`src/rtl/calc_pkg.sv`:
```
// calc_pkg: shared definitions for the pocket-calculator processor.
//   - OPC_* opcode encodings (inst[15:10])
//   - instruction field bit positions
//   - mov_ctrl state encoding (3-bit)
//   - immediate sign-extension helper
package calc_pkg;

    localparam logic [5:0] OPC_NOP_ENC = 6'b000000;
    localparam logic [5:0] OPC_MOV_ENC = 6'b000101;

    // Instruction layout: [15:10] opcode, [9] I, [8] L, [7:5] dst, [4:0] imm5
    localparam int INST_OPC_HI  = 15;
    localparam int INST_OPC_LO  = 10;
    localparam int INST_I_BIT   = 9;
    localparam int INST_L_BIT   = 8;
    localparam int INST_DST_HI  = 7;
    localparam int INST_DST_LO  = 5;
    localparam int INST_IMM5_HI = 4;

    typedef enum logic [2:0] {
        ST_IDLE   = 3'd0,
        ST_DECODE = 3'd1,
        ST_FETCH  = 3'd2,
        ST_EXEC   = 3'd3,
        ST_WB     = 3'd4,
        ST_ABORT  = 3'd5
    } mov_state_e;

    function automatic logic [15:0] sext5(input logic [4:0] v);
        return {{11{v[4]}}, v};
    endfunction

endpackage

```
`src/rtl/mov_fetch_timer.sv`:
```
// mov_fetch_timer: cycle counter for the long-immediate fetch wait.
//   clk, rst_n : clock, async active-low reset
//   clr        : return count to 0 (held while not fetching)
//   en         : count this cycle (high while fetching)
//   expired    : current cycle is the LIMIT-th counted cycle
// The count holds the number of fetch cycles already elapsed, so it reads 0
// in the first fetch cycle and LIMIT-1 in the last one allowed.
module mov_fetch_timer #(
    parameter int LIMIT = 15
) (
    input  logic clk,
    input  logic rst_n,
    input  logic clr,
    input  logic en,
    output logic expired
);

    localparam int CW = (LIMIT > 1) ? $clog2(LIMIT) : 1;

    logic [CW-1:0] cnt_q, cnt_d;

    always_comb begin
        cnt_d = cnt_q;
        if (clr)
            cnt_d = '0;
        else if (en)
            cnt_d = cnt_q + CW'(1);
    end

    always_ff @(posedge clk or negedge rst_n) begin
        if (!rst_n)
            cnt_q <= '0;
        else
            cnt_q <= cnt_d;
    end

    assign expired = en && (cnt_q == CW'(LIMIT - 1));

endmodule

```
`src/rtl/mov_ctrl.sv`:
```
// mov_ctrl: multi-cycle sequencer for the MOV datapath.
//   clk, rst_n              : clock, async active-low reset
//   inst_valid/inst_ready   : instruction handshake from the decoder (ready only in IDLE)
//   inst[15:0]              : opcode, I, L, dst, imm5
//   imm_req/imm_ack/imm_data: long-immediate fetch from the fetch unit
//   mov_en/mov_sel_imm/mov_imm, mov_data : mov datapath control and result
//   acc_we, rf_we, rf_waddr, wb_data     : write-back to accumulator / register file
//   done, err, busy         : retire/abort pulse, error qualifier, not-idle flag
// Outputs are decoded from the state register or come straight from flops,
// so nothing on the instruction side reaches an output combinationally.
module mov_ctrl
    import calc_pkg::*;
#(
    parameter logic [5:0] OPC_MOV       = OPC_MOV_ENC,
    parameter int         FETCH_TIMEOUT = 15
) (
    input  logic        clk,
    input  logic        rst_n,
    input  logic        inst_valid,
    output logic        inst_ready,
    input  logic [15:0] inst,
    output logic        imm_req,
    input  logic        imm_ack,
    input  logic [15:0] imm_data,
    output logic        mov_en,
    output logic        mov_sel_imm,
    output logic [15:0] mov_imm,
    input  logic [15:0] mov_data,
    output logic        acc_we,
    output logic        rf_we,
    output logic [2:0]  rf_waddr,
    output logic [15:0] wb_data,
    output logic        done,
    output logic        err,
    output logic        busy
);

    mov_state_e  state_q, state_d;
    logic [15:0] inst_q, inst_d;
    logic        sel_imm_q, sel_imm_d;
    logic [15:0] imm_q, imm_d;
    logic [15:0] result_q, result_d;
    logic        fetch_expired;

    logic [5:0] opc;
    logic       fld_i, fld_l;
    logic [2:0] dst;
    logic [4:0] imm5;

    assign opc   = inst_q[INST_OPC_HI:INST_OPC_LO];
    assign fld_i = inst_q[INST_I_BIT];
    assign fld_l = inst_q[INST_L_BIT];
    assign dst   = inst_q[INST_DST_HI:INST_DST_LO];
    assign imm5  = inst_q[INST_IMM5_HI:0];

    mov_fetch_timer #(.LIMIT(FETCH_TIMEOUT)) u_timer (
        .clk     (clk),
        .rst_n   (rst_n),
        .clr     (state_q != ST_FETCH),
        .en      (state_q == ST_FETCH),
        .expired (fetch_expired)
    );

    always_comb begin
        state_d   = state_q;
        inst_d    = inst_q;
        sel_imm_d = sel_imm_q;
        imm_d     = imm_q;
        result_d  = result_q;
        case (state_q)
            ST_IDLE: begin
                if (inst_valid) begin
                    inst_d  = inst;
                    state_d = ST_DECODE;
                end
            end
            ST_DECODE: begin
                // Operand source is fixed here and held through WB; a long
                // immediate later overwrites imm from the fetched word.
                sel_imm_d = fld_i;
                imm_d     = fld_i ? sext5(imm5) : 16'h0000;
                if (opc != OPC_MOV)
                    state_d = ST_ABORT;
                else if (fld_i && fld_l)
                    state_d = ST_FETCH;
                else
                    state_d = ST_EXEC;
            end
            ST_FETCH: begin
                // An ack in the expiry cycle still wins over the timeout.
                if (imm_ack) begin
                    imm_d   = imm_data;
                    state_d = ST_EXEC;
                end else if (fetch_expired) begin
                    state_d = ST_ABORT;
                end
            end
            ST_EXEC: begin
                result_d = mov_data;
                state_d  = ST_WB;
            end
            ST_WB:    state_d = ST_IDLE;
            ST_ABORT: state_d = ST_IDLE;
            default:  state_d = ST_IDLE;
        endcase
    end

    always_ff @(posedge clk or negedge rst_n) begin
        if (!rst_n) begin
            state_q   <= ST_IDLE;
            inst_q    <= '0;
            sel_imm_q <= 1'b0;
            imm_q     <= '0;
            result_q  <= '0;
        end else begin
            state_q   <= state_d;
            inst_q    <= inst_d;
            sel_imm_q <= sel_imm_d;
            imm_q     <= imm_d;
            result_q  <= result_d;
        end
    end

    assign inst_ready  = (state_q == ST_IDLE);
    assign busy        = (state_q != ST_IDLE);
    assign imm_req     = (state_q == ST_FETCH);
    assign mov_en      = (state_q == ST_EXEC);
    assign mov_sel_imm = sel_imm_q;
    assign mov_imm     = imm_q;
    assign acc_we      = (state_q == ST_WB) && (dst == 3'd0);
    assign rf_we       = (state_q == ST_WB) && (dst != 3'd0);
    assign rf_waddr    = dst;
    assign wb_data     = result_q;
    assign done        = (state_q == ST_WB) || (state_q == ST_ABORT);
    assign err         = (state_q == ST_ABORT);

endmodule
```
`config.mk`:
```
export PLATFORM = sky130hd
export DESIGN_NAME = mov_ctrl
export DESIGN_NICKNAME = d
export VERILOG_FILES = /design/src/rtl/calc_pkg.sv /design/src/rtl/mov_fetch_timer.sv /design/src/rtl/mov_ctrl.sv
export SDC_FILE = /design/constraint.sdc
export NUM_CORES = 1
export LEC_CHECK = 0
export ABC_CLOCK_PERIOD_IN_PS = 1900
export CORE_AREA = 2 2 93 95
export CTS_BUF_LIST = sky130_fd_sc_hd__clkbuf_4
export CTS_CLUSTER_DIAMETER = 60
export DETAILED_ROUTE_END_ITERATION = 10
export DIE_AREA = 0 0 95 97
export SLEW_MARGIN = 25
export SYNTH_ARGS = -nofsm -noshare
export SYNTH_HDL_FRONTEND = slang
export SYNTH_SLANG_ARGS = --single-unit
```
`constraint.sdc`:
```
create_clock -name clk -period 1.9 [get_ports clk]
set_input_delay 0.475 -clock clk [delete_from_list [all_inputs] [get_ports clk]]
set_output_delay 0.475 -clock clk [all_outputs]
set_load 0.02 [all_outputs]
```
Yosys cells after proc, flatten, opt, wreduce, memory -nomap -nowiden
Cells that the tools add are included.
{ "word_totals": {"regBits": 56, "elab_cells": 43, "out_inout_bits": 44, "inputBits": 52} }
{ "op_classes": {"mux": 11, "n_eq_ne": 11, "reduce_logical": 14, "n_addsub": 1} }
{ "ops": {"columns": ["op", "count"], "rows": [
  ["16-bit two-way mux", 2],
  ["16-bit one-hot mux with 2 select lines", 1],
  ["3-bit two-way mux", 4],
  ["3-bit one-hot mux with 4 select lines", 1],
  ["4-bit two-way mux", 2],
  ["3-bit by 2-bit == test with 1-bit output (second input constant)", 2],
  ["3-bit == test (second input constant)", 2],
  ["3-bit logical NOT", 2],
  ["6-bit by 3-bit inequality test with 1-bit output (second input constant)", 1],
  ["2-bit AND reduction", 3],
  ["3-bit nonzero test", 2],
  ["4-bit by 1-bit adder with 4-bit output (second input constant)", 1],
  ["4-bit == test (second input constant)", 1],
  ["1-bit logical AND", 4],
  ["2-bit inequality test (second input constant)", 2],
  ["2-bit nonzero test", 2],
  ["3-bit by 1-bit == test with 1-bit output (second input constant)", 1],
  ["3-bit by 2-bit inequality test with 1-bit output (second input constant)", 1],
  ["3-bit inequality test (second input constant)", 1],
  ["1-bit logical OR", 1],
  ["1-bit two-way mux", 1]
]} }

Depth between registers and ports, before layout
Gate-level depths: netlist of run 1.
{ "depth": {"word_depth": 5, "mapped_depth": 6, "depth_no_buf": 5} }

Hierarchy
A second synthesis of run 1 with hierarchy kept.
{ "hier_totals": {"hier_cells": 206, "hier_area_um2": 2565.0} }
{ "by_module_without_submodules": {"columns": ["module", "area_each_um2", "cells_each", "n_inst"], "rows": [
  ["mov_ctrl", 2342.2, 186, 1],
  ["mov_fetch_timer", 222.7, 20, 1]
]} }

Least setup slack after synthesis of run 1
No wires, ideal clock.
{ "synth_path": {"kind": "register to register", "from": "register state_q[2]", "to": "register inst_q[10]", "arrival_time_ps": 1925, "path_buffers": 2, "stages_incl_launch_ff": 7, "t_required_ps": 1775, "path_slack_ps": -150, "setup_time_ps": 125, "cell_sequence": "dfrtp_1 -> or3_1 -> inv_1 -> and2_1 -> buf_2 -> buf_4 -> mux2_2"} }
{ "synth_between": {"elab_chain_cells": 2} }
{ "synth_lines": {"columns": ["item", "line_no", "text"], "rows": [
  ["start, declared", "mov_ctrl.sv:38", "mov_state_e state_q, state_d;"],
  ["start signal, assigned", "mov_ctrl.sv:116", "state_q <= state_d;"],
  ["3-bit logical NOT", null, null],
  ["net inst_ready", "mov_ctrl.sv:20", "output logic inst_ready,"],
  ["2-bit AND reduction (no line)", null, null],
  ["end signal, assigned", "mov_ctrl.sv:117", "inst_q <= inst_d;"],
  ["end, declared", "mov_ctrl.sv:39", "logic [15:0] inst_q, inst_d;"]
]} }
The timed path passes the listed nets, and every way through them passes these cells.
A chain may end at the register's enable or synchronous reset.

Worst setup path in the final report of run 1
{ "layout_path": {"from": "register state_q[0]", "to": "output port imm_req"} }
{ "layout_between": {"elab_chain_cells": 1} }
{ "layout_lines": {"columns": ["item", "line_no", "text"], "rows": [
  ["3-bit by 2-bit == test with 1-bit output", "mov_ctrl.sv:126", "assign imm_req = (state_q == ST_FETCH);"],
  ["end, declared", "mov_ctrl.sv:22", "output logic imm_req,"]
]} }
No other way between the ends.

==> impl_metrics.py, run 1 <==
metrics = {
    "status": {
        "status": "completed",
    },
    "finish": {
        "fin_area_um2": 3830,
        "final_nets": 346,
        "area_delta_synth_final_pct": 48.1,
        "diodes": 0,
        "layout-drive-gt1-share": 0.352,
    },
    "worst_setup_path": {
        "worst_path_max_delay_cell": "dfrtp_1",
        "endpoint_kind": "output port",
        "cp.required_ns": 1.42,
        "cp_cell_sequence": "or3b_4 > inv_2 > buf_6",
        "crit_type": "reg -> out",
        "start_kind": "flip-flop",
        "cp.arrival_ns": 1.38,
        "max_stage_delay_ns": 0.43,
        "worstPathMaxFanout": 4,
    },
    "timing": {
        "min_period_ns": 1.85,
        "rsz0062_at_grt": "true",
        "whs_ns": 0.503,
        "fin_crit_sh": 0.975,
        "timing.slew.headroom": 0.727,
        "maxSlewViolCount": 0,
        "worstMarginPinSlew_ns": 0.409,
        "fin_worst_skew_ns": 0.00999,
        "setup_viol": 0,
        "finalHoldViolCount": 0,
        "max_freq_ghz": 0.540,
    },
    "cts": {
        "cts_tree": "built",
        "htreeDepth": 2,
        "ctsLongestPathBuffers": 2,
        "cts_root_buffer": "clkbuf_4",
        "worstSkewPairLatency_ns": 0.36,
        "cts_made_buffers": 5,
        "clock_sinks": 56,
        "clk_pin_slew_worst_paths_ns": 0.15,
    },
    "logic_synthesis": {
        "yosys.area_share.simple": 0.0644,
        "syn_inst": 184,
        "synth_xor_area_frac": 0.00678,
        "synth_fa_ha_area_frac": 0.00968,
        "synth_mux_area_frac": 0.310,
        "syn_area_per_cell_um2": 14.0,
        "ys_seq_area_frac": 0.542,
        "synth-compound-area-share": 0.0223,
        "synth.cell_area_um2": 2580,
        "syn_nets": 238,
        "synth_top_family_by_area": "multiplexers",
        "ys_types": 32,
        "ys_ff_latch": 56,
        "ys_warn_count": 0,
    },
    "drt": {
        "wl_per_cell_um": 14.0,
        "num_vias": 1811,
        "dr.pass1.iters": 4,
        "avgViaCountPerCell": 4.55,
        "drtIter0Drc": 7,
        "ant_nets": 0,
        "routed_wl_um": 5570,
        "post-route-drc-count": 0,
    },
    "pwr": {
        "vdd_drop_max_v": 0.000638,
        "power_density_nw_per_um2": 1420,
        "power_mw": 5.45,
        "p_leak_nw": 1.90,
    },
    "placement": {
        "dpl-instance-area_um2": 3730,
        "portBuffers": 95,
        "gp_congestion": 0.811,
        "dp_hpwl_um": 4170,
    },
    "global_route": {
        "antenna_found_initial": 0,
        "grtUsageTotal": 0.124,
        "grt_pass1_vias": 1907,
        "grt_pass1_wl_um": 9070,
        "grt_overflow": 0,
        "grt_max_degree": 36,
    },
    "die": {
        "die_w_um": 95,
        "start_util": 0.318,
        "die-area_um2": 9220,
        "placeableCoreArea_um2": 8130,
        "fp.dieH_um": 97,
        "io-pin-count": 96,
        "rows": 33,
    },
    "worst_hold_path": {
        "hp-class": "reg -> reg",
    },
    "flow_run": {
        "max_cap_violations": 0,
    },
}
[cells by family (layout without fill, tap and decap cells)]
| group | after synthesis | after routing |
|---|---|---|
| xor+xnor | 2 | 2 |
| simple gates | 29 | 29 |
| flops | 56 | 56 |
| compound gates | 8 | 8 |
| buf+inv | 22 | 131 |
| fa+ha+maj | 2 | 2 |
| mux | 65 | 65 |
[state kept, by name (all words and copies together) (netlist names)]
name and flops:
inst_q 16, mov_imm 16, wb_data 16, u_timer.cnt_q 4
state_q 3, mov_sel_imm 1
[repair_timing]
action / 4_1_cts / 5_1_grt
hold buffers: 1 / 0
buffers inserted: 1 / 0
hold endpoints to repair: 13 / 0
pin swaps: 0 / 2
endpoints found under the setup margin: 11 / 19
resized for setup: 38 / 22
[cells in the mapped netlist (all sizes together)]
master	n	area [µm²]
xnor2	1	8.76
nand3b	2	15.0
mux2i	4	40.0
a21oi	3	18.8
buf	11	73.8
o311ai	1	8.76
nand3	1	5.00
nand4bb	1	11.3
or3	2	12.5
or3b	1	8.76
nor3	3	15.0
o31ai	1	7.51
and3	1	6.26
nand2b	3	18.8
o2bb2ai	1	8.76
xor2	1	8.76
mux2	61	762
dfrtp	56	1400
nor2	5	18.8
a41oi	1	8.76
inv	9	33.8
ha	2	25.0
nand2	5	18.8
o21ai	1	5.00
and4b	1	10.0
nor3b	1	7.51
and2	3	18.8
clkbuf	2	7.51
[report_power, final]
group	internal, mW	switching, mW	leakage, nW
combinational	1.70	1.25	1.17
clock	0.172	0.337	0.0338
sequential	1.70	0.289	0.690
[per-stage QoR]
| step | worst slack, ns | setup TNS [ns] | utilization | cells |
|---|---|---|---|---|
| after floorplan | 0.0250 | 0 | - | 184 |
| after global placement | -0.0782 | -0.288 | 0.458 | 388 |
| after detailed placement | -0.0638 | -0.494 | 0.458 | 388 |
| after CTS | -0.0136 | -0.0136 | 0.464 | 398 |
| after global routing | -0.0304 | -0.111 | 0.471 | 398 |
| final | 0.0475 | 0 | 0.471 | 398 |
[per-layer routing]
layer / global-route usage / vias up / part of all wire
li1: - / 857 / -
met1: 0.161 / 886 / 0.45
met2: 0.203 / 62 / 0.47
met3: 0.0327 / 6 / 0.064
met4: 0.0368 / 0 / 0.011
met5: 0 / - / 0
[critical path: cells and delay by family, from the launching register on]
family        cells  cell delay, ns
simple gates      1            0.41
flops             1            0.43
buf+inv           2            0.18
[cells in the final DEF (no fill, tap or decap), drive strengths merged]
cell / count
o311ai: 1
a41oi: 1
xnor2: 1
inv: 9
dfrtp: 56
mux2: 61
dlymetal6s2s: 12
clkdlybuf4s50: 71
nor3: 3
and4b: 1
clkbuf: 8
or3b: 1
mux2i: 4
nand4bb: 1
nand3b: 2
nor3b: 1
xor2: 1
nand3: 1
dlygate4sd3: 1
nand2b: 3
nand2: 5
buf: 26
clkinv: 1
and2: 3
o31ai: 1
o2bb2ai: 1
ha: 2
nor2: 5
and3: 1
o21ai: 1
or3: 2
a21oi: 3
dlygate4sd2: 3
[layout make-up]
cell class	count	area (µm²)
sequential	56	1400
inverter	9	33.8
fill	758	4310
clock buffer	7	52.6
timing repair buffer	114	1110
tap	105	131
clock inverter	1	3.75
multi-input combinational	106	1090
[worst paths after layout]
check / slack (ns) / startpoint / endpoint / cells after the start
worst max-delay path: 0.05 / state_q[0] / imm_req / 3
worst min-delay path: 0.50 / u_timer.cnt_q[0] / u_timer.cnt_q[0] / 1
worst max register to register: 0.13 / state_q[0] / mov_imm[15] / 4
worst min register to register: 0.50 / u_timer.cnt_q[0] / u_timer.cnt_q[0] / 1
max in group asynchronous: 0.83 / rst_n / inst_q[11] / 3
min in group asynchronous: 0.54 / rst_n / mov_imm[14] / 2
Note: power is estimated with default switching activity, not from simulation.
==> run 2: changes to the inputs <==
Settings changed: ABC_CLOCK_PERIOD_IN_PS 1900 to 2000, CORE_AREA 2 2 93 95 to 3 3 94 96, DIE_AREA 0 0 95 97 to 0 0 97 99, GPL_TIMING_DRIVEN from default to 0.
Clock period 1.9 ns to 2 ns, I/O delays scaled along.
==> run 2 against run 1 <==
Against the previous run:
- clock skew fell by 0.0019 ns
- hold slack got worse by 0.018 ns
- design area rose by 0.13%
- global-route usage fell by 0.31 points
- register-to-register slack barely moved
- critical path depth did not move
- power fell by 2.3%
- routed wire length rose by 1.9%
- sequential share of layout area barely moved
==> impl_metrics.py, run 2 (synthesis gave the netlist of run 1 again) <==
metrics = {
    "status": {
        "status": "completed",
    },
    "global_route": {
        "grt_overflow": 0,
        "antenna_found_initial": 0,
        "grt_pass1_vias": 1820,
        "grt_max_degree": 46,
        "grt_pass1_wl_um": 9360,
        "grtUsageTotal": 0.121,
    },
    "worst_setup_path": {
        "cp.required_ns": 1.50,
        "rrSetupSlack_ns": 0.13,
        "crit_type": "reg -> out",
        "worstPathMaxFanout": 6,
        "start_kind": "flip-flop",
        "endpoint_kind": "output port",
        "cp.arrival_ns": 1.46,
    },
    "die": {
        "fp.dieH_um": 99,
        "io-pin-count": 96,
        "placeableCoreArea_um2": 8130,
        "die_w_um": 97,
        "die-area_um2": 9600,
        "start_util": 0.318,
        "rows": 33,
    },
    "timing": {
        "worstMarginPinSlew_ns": 0.422,
        "fin_worst_skew_ns": 0.00812,
        "timing.slew.headroom": 0.719,
        "rsz0062_at_grt": "true",
        "finalHoldViolCount": 0,
        "maxSlewViolCount": 0,
        "fin_crit_sh": 0.979,
        "min_period_ns": 1.96,
        "max_freq_ghz": 0.511,
        "setup_viol": 0,
        "setup_ws_ns": 0.0427,
    },
    "finish": {
        "area_delta_synth_final_pct": 48.3,
        "layout_common_cells": "83 x clkdlybuf4s50_1, 54 x dfrtp_1, 41 x mux2_2",
        "diodes": 0,
        "final_common_cell": "clkdlybuf4s50_1",
        "final_nets": 345,
        "layout-drive-gt1-share": 0.349,
        "fin_area_um2": 3830,
    },
    "cts": {
        "htreeDepth": 2,
        "cts_made_buffers": 5,
        "clock_sinks": 56,
        "worstSkewPairLatency_ns": 0.37,
        "cts_tree": "built",
        "clk_pin_slew_worst_paths_ns": 0.16,
        "cts_root_buffer": "clkbuf_4",
        "ctsLongestPathBuffers": 2,
    },
    "drt": {
        "ant_nets": 0,
        "wl_per_cell_um": 14.3,
        "drtIter0Drc": 21,
        "post-route-drc-count": 0,
        "routed_wl_um": 5680,
        "dr.pass1.iters": 5,
        "num_vias": 1786,
        "avgViaCountPerCell": 4.50,
    },
    "pwr": {
        "p_sw_mw": 1.81,
        "power_density_nw_per_um2": 1390,
        "vdd_drop_max_v": 0.000477,
        "p_leak_nw": 1.76,
        "clkPwrFrac": 0.118,
        "pwr-share-seq": 0.357,
        "power.internal_mw": 3.51,
        "p_sw_frac": 0.340,
        "pwr-share-comb": 0.525,
    },
    "placement": {
        "gp_congestion": 0.680,
        "dp_hpwl_um": 4140,
        "dpl-instance-area_um2": 3690,
        "portBuffers": 95,
        "pre_cts_ws_ns": -0.568,
    },
    "worst_hold_path": {
        "hp-class": "in -> async",
    },
    "flow_run": {
        "max_cap_violations": 0,
    },
}
==> run 2: routing by layer <==
layer | GRT usage | vias to the layer above | share of wire
met5 | 0 | - | 0
met1 | 0.173 | 859 | 0.49
met2 | 0.179 | 63 | 0.44
met4 | 0.0400 | 0 | 0.014
met3 | 0.0318 | 8 | 0.059
li1 | - | 856 | -
==> run 2: layout make-up <==
| class | instances | area [µm²] |
|---|---|---|
| clock buffer | 6 | 45.0 |
| sequential | 56 | 1400 |
| inverter | 9 | 33.8 |
| fill | 784 | 4300 |
| buffer | 10 | 77.6 |
| multi-input combinational | 106 | 1090 |
| timing repair buffer | 103 | 1020 |
| clock inverter | 2 | 35.0 |
| tap | 105 | 131 |
==> run 2: what timing repair did <==
item,in CTS,in global routing
resized for setup,48,14
setup endpoints to repair,22,18
hold buffers,1,0
gates cloned,0,0
buffers inserted,6,0
endpoints found under the hold margin,11,0
==> run 2: final timing paths <==
kind                          endpoint  cells after the start        from
max in group asynchronous   state_q[2]                      3       rst_n
min                        mov_imm[13]                      2       rst_n
min reg2reg                 state_q[0]                      1   inst_q[8]
min in group clk            state_q[0]                      1   inst_q[8]
max                         inst_ready                      3  state_q[2]
max reg2reg                mov_imm[10]                      6  state_q[1]
==> run 2: worst max-delay path: stages (launching register included) <==
cell     delay, ns
dfrtp_2       0.47
or3_4         0.42
inv_2         0.07
buf_4         0.13
==> run 2: through the flow <==
stage          cells  utilization  hold WS, ns  setup TNS (ns)  power, mW
5_1_grt          397        0.471        0.459          -0.211       5.67
2_1_floorplan    184            -        0.204               0       3.57
4_1_cts          398        0.470        0.477         -0.0470       5.38
6_report         397        0.471        0.486               0       5.32
3_3_place_gp     384        0.451        0.480          -89.42       4.66
3_5_place_dp     385        0.454        0.369           -7.55       4.71
==> run 2: power by group through the flow <==
stage	clock, mW	sequential, mW	combinational (mW)
CTS	0.668	1.91	2.80
global placement	0	1.92	2.74
global route	0.713	1.98	2.98
finish	0.630	1.90	2.79
detailed placement	0	1.94	2.78
floorplan	0	2.24	1.33
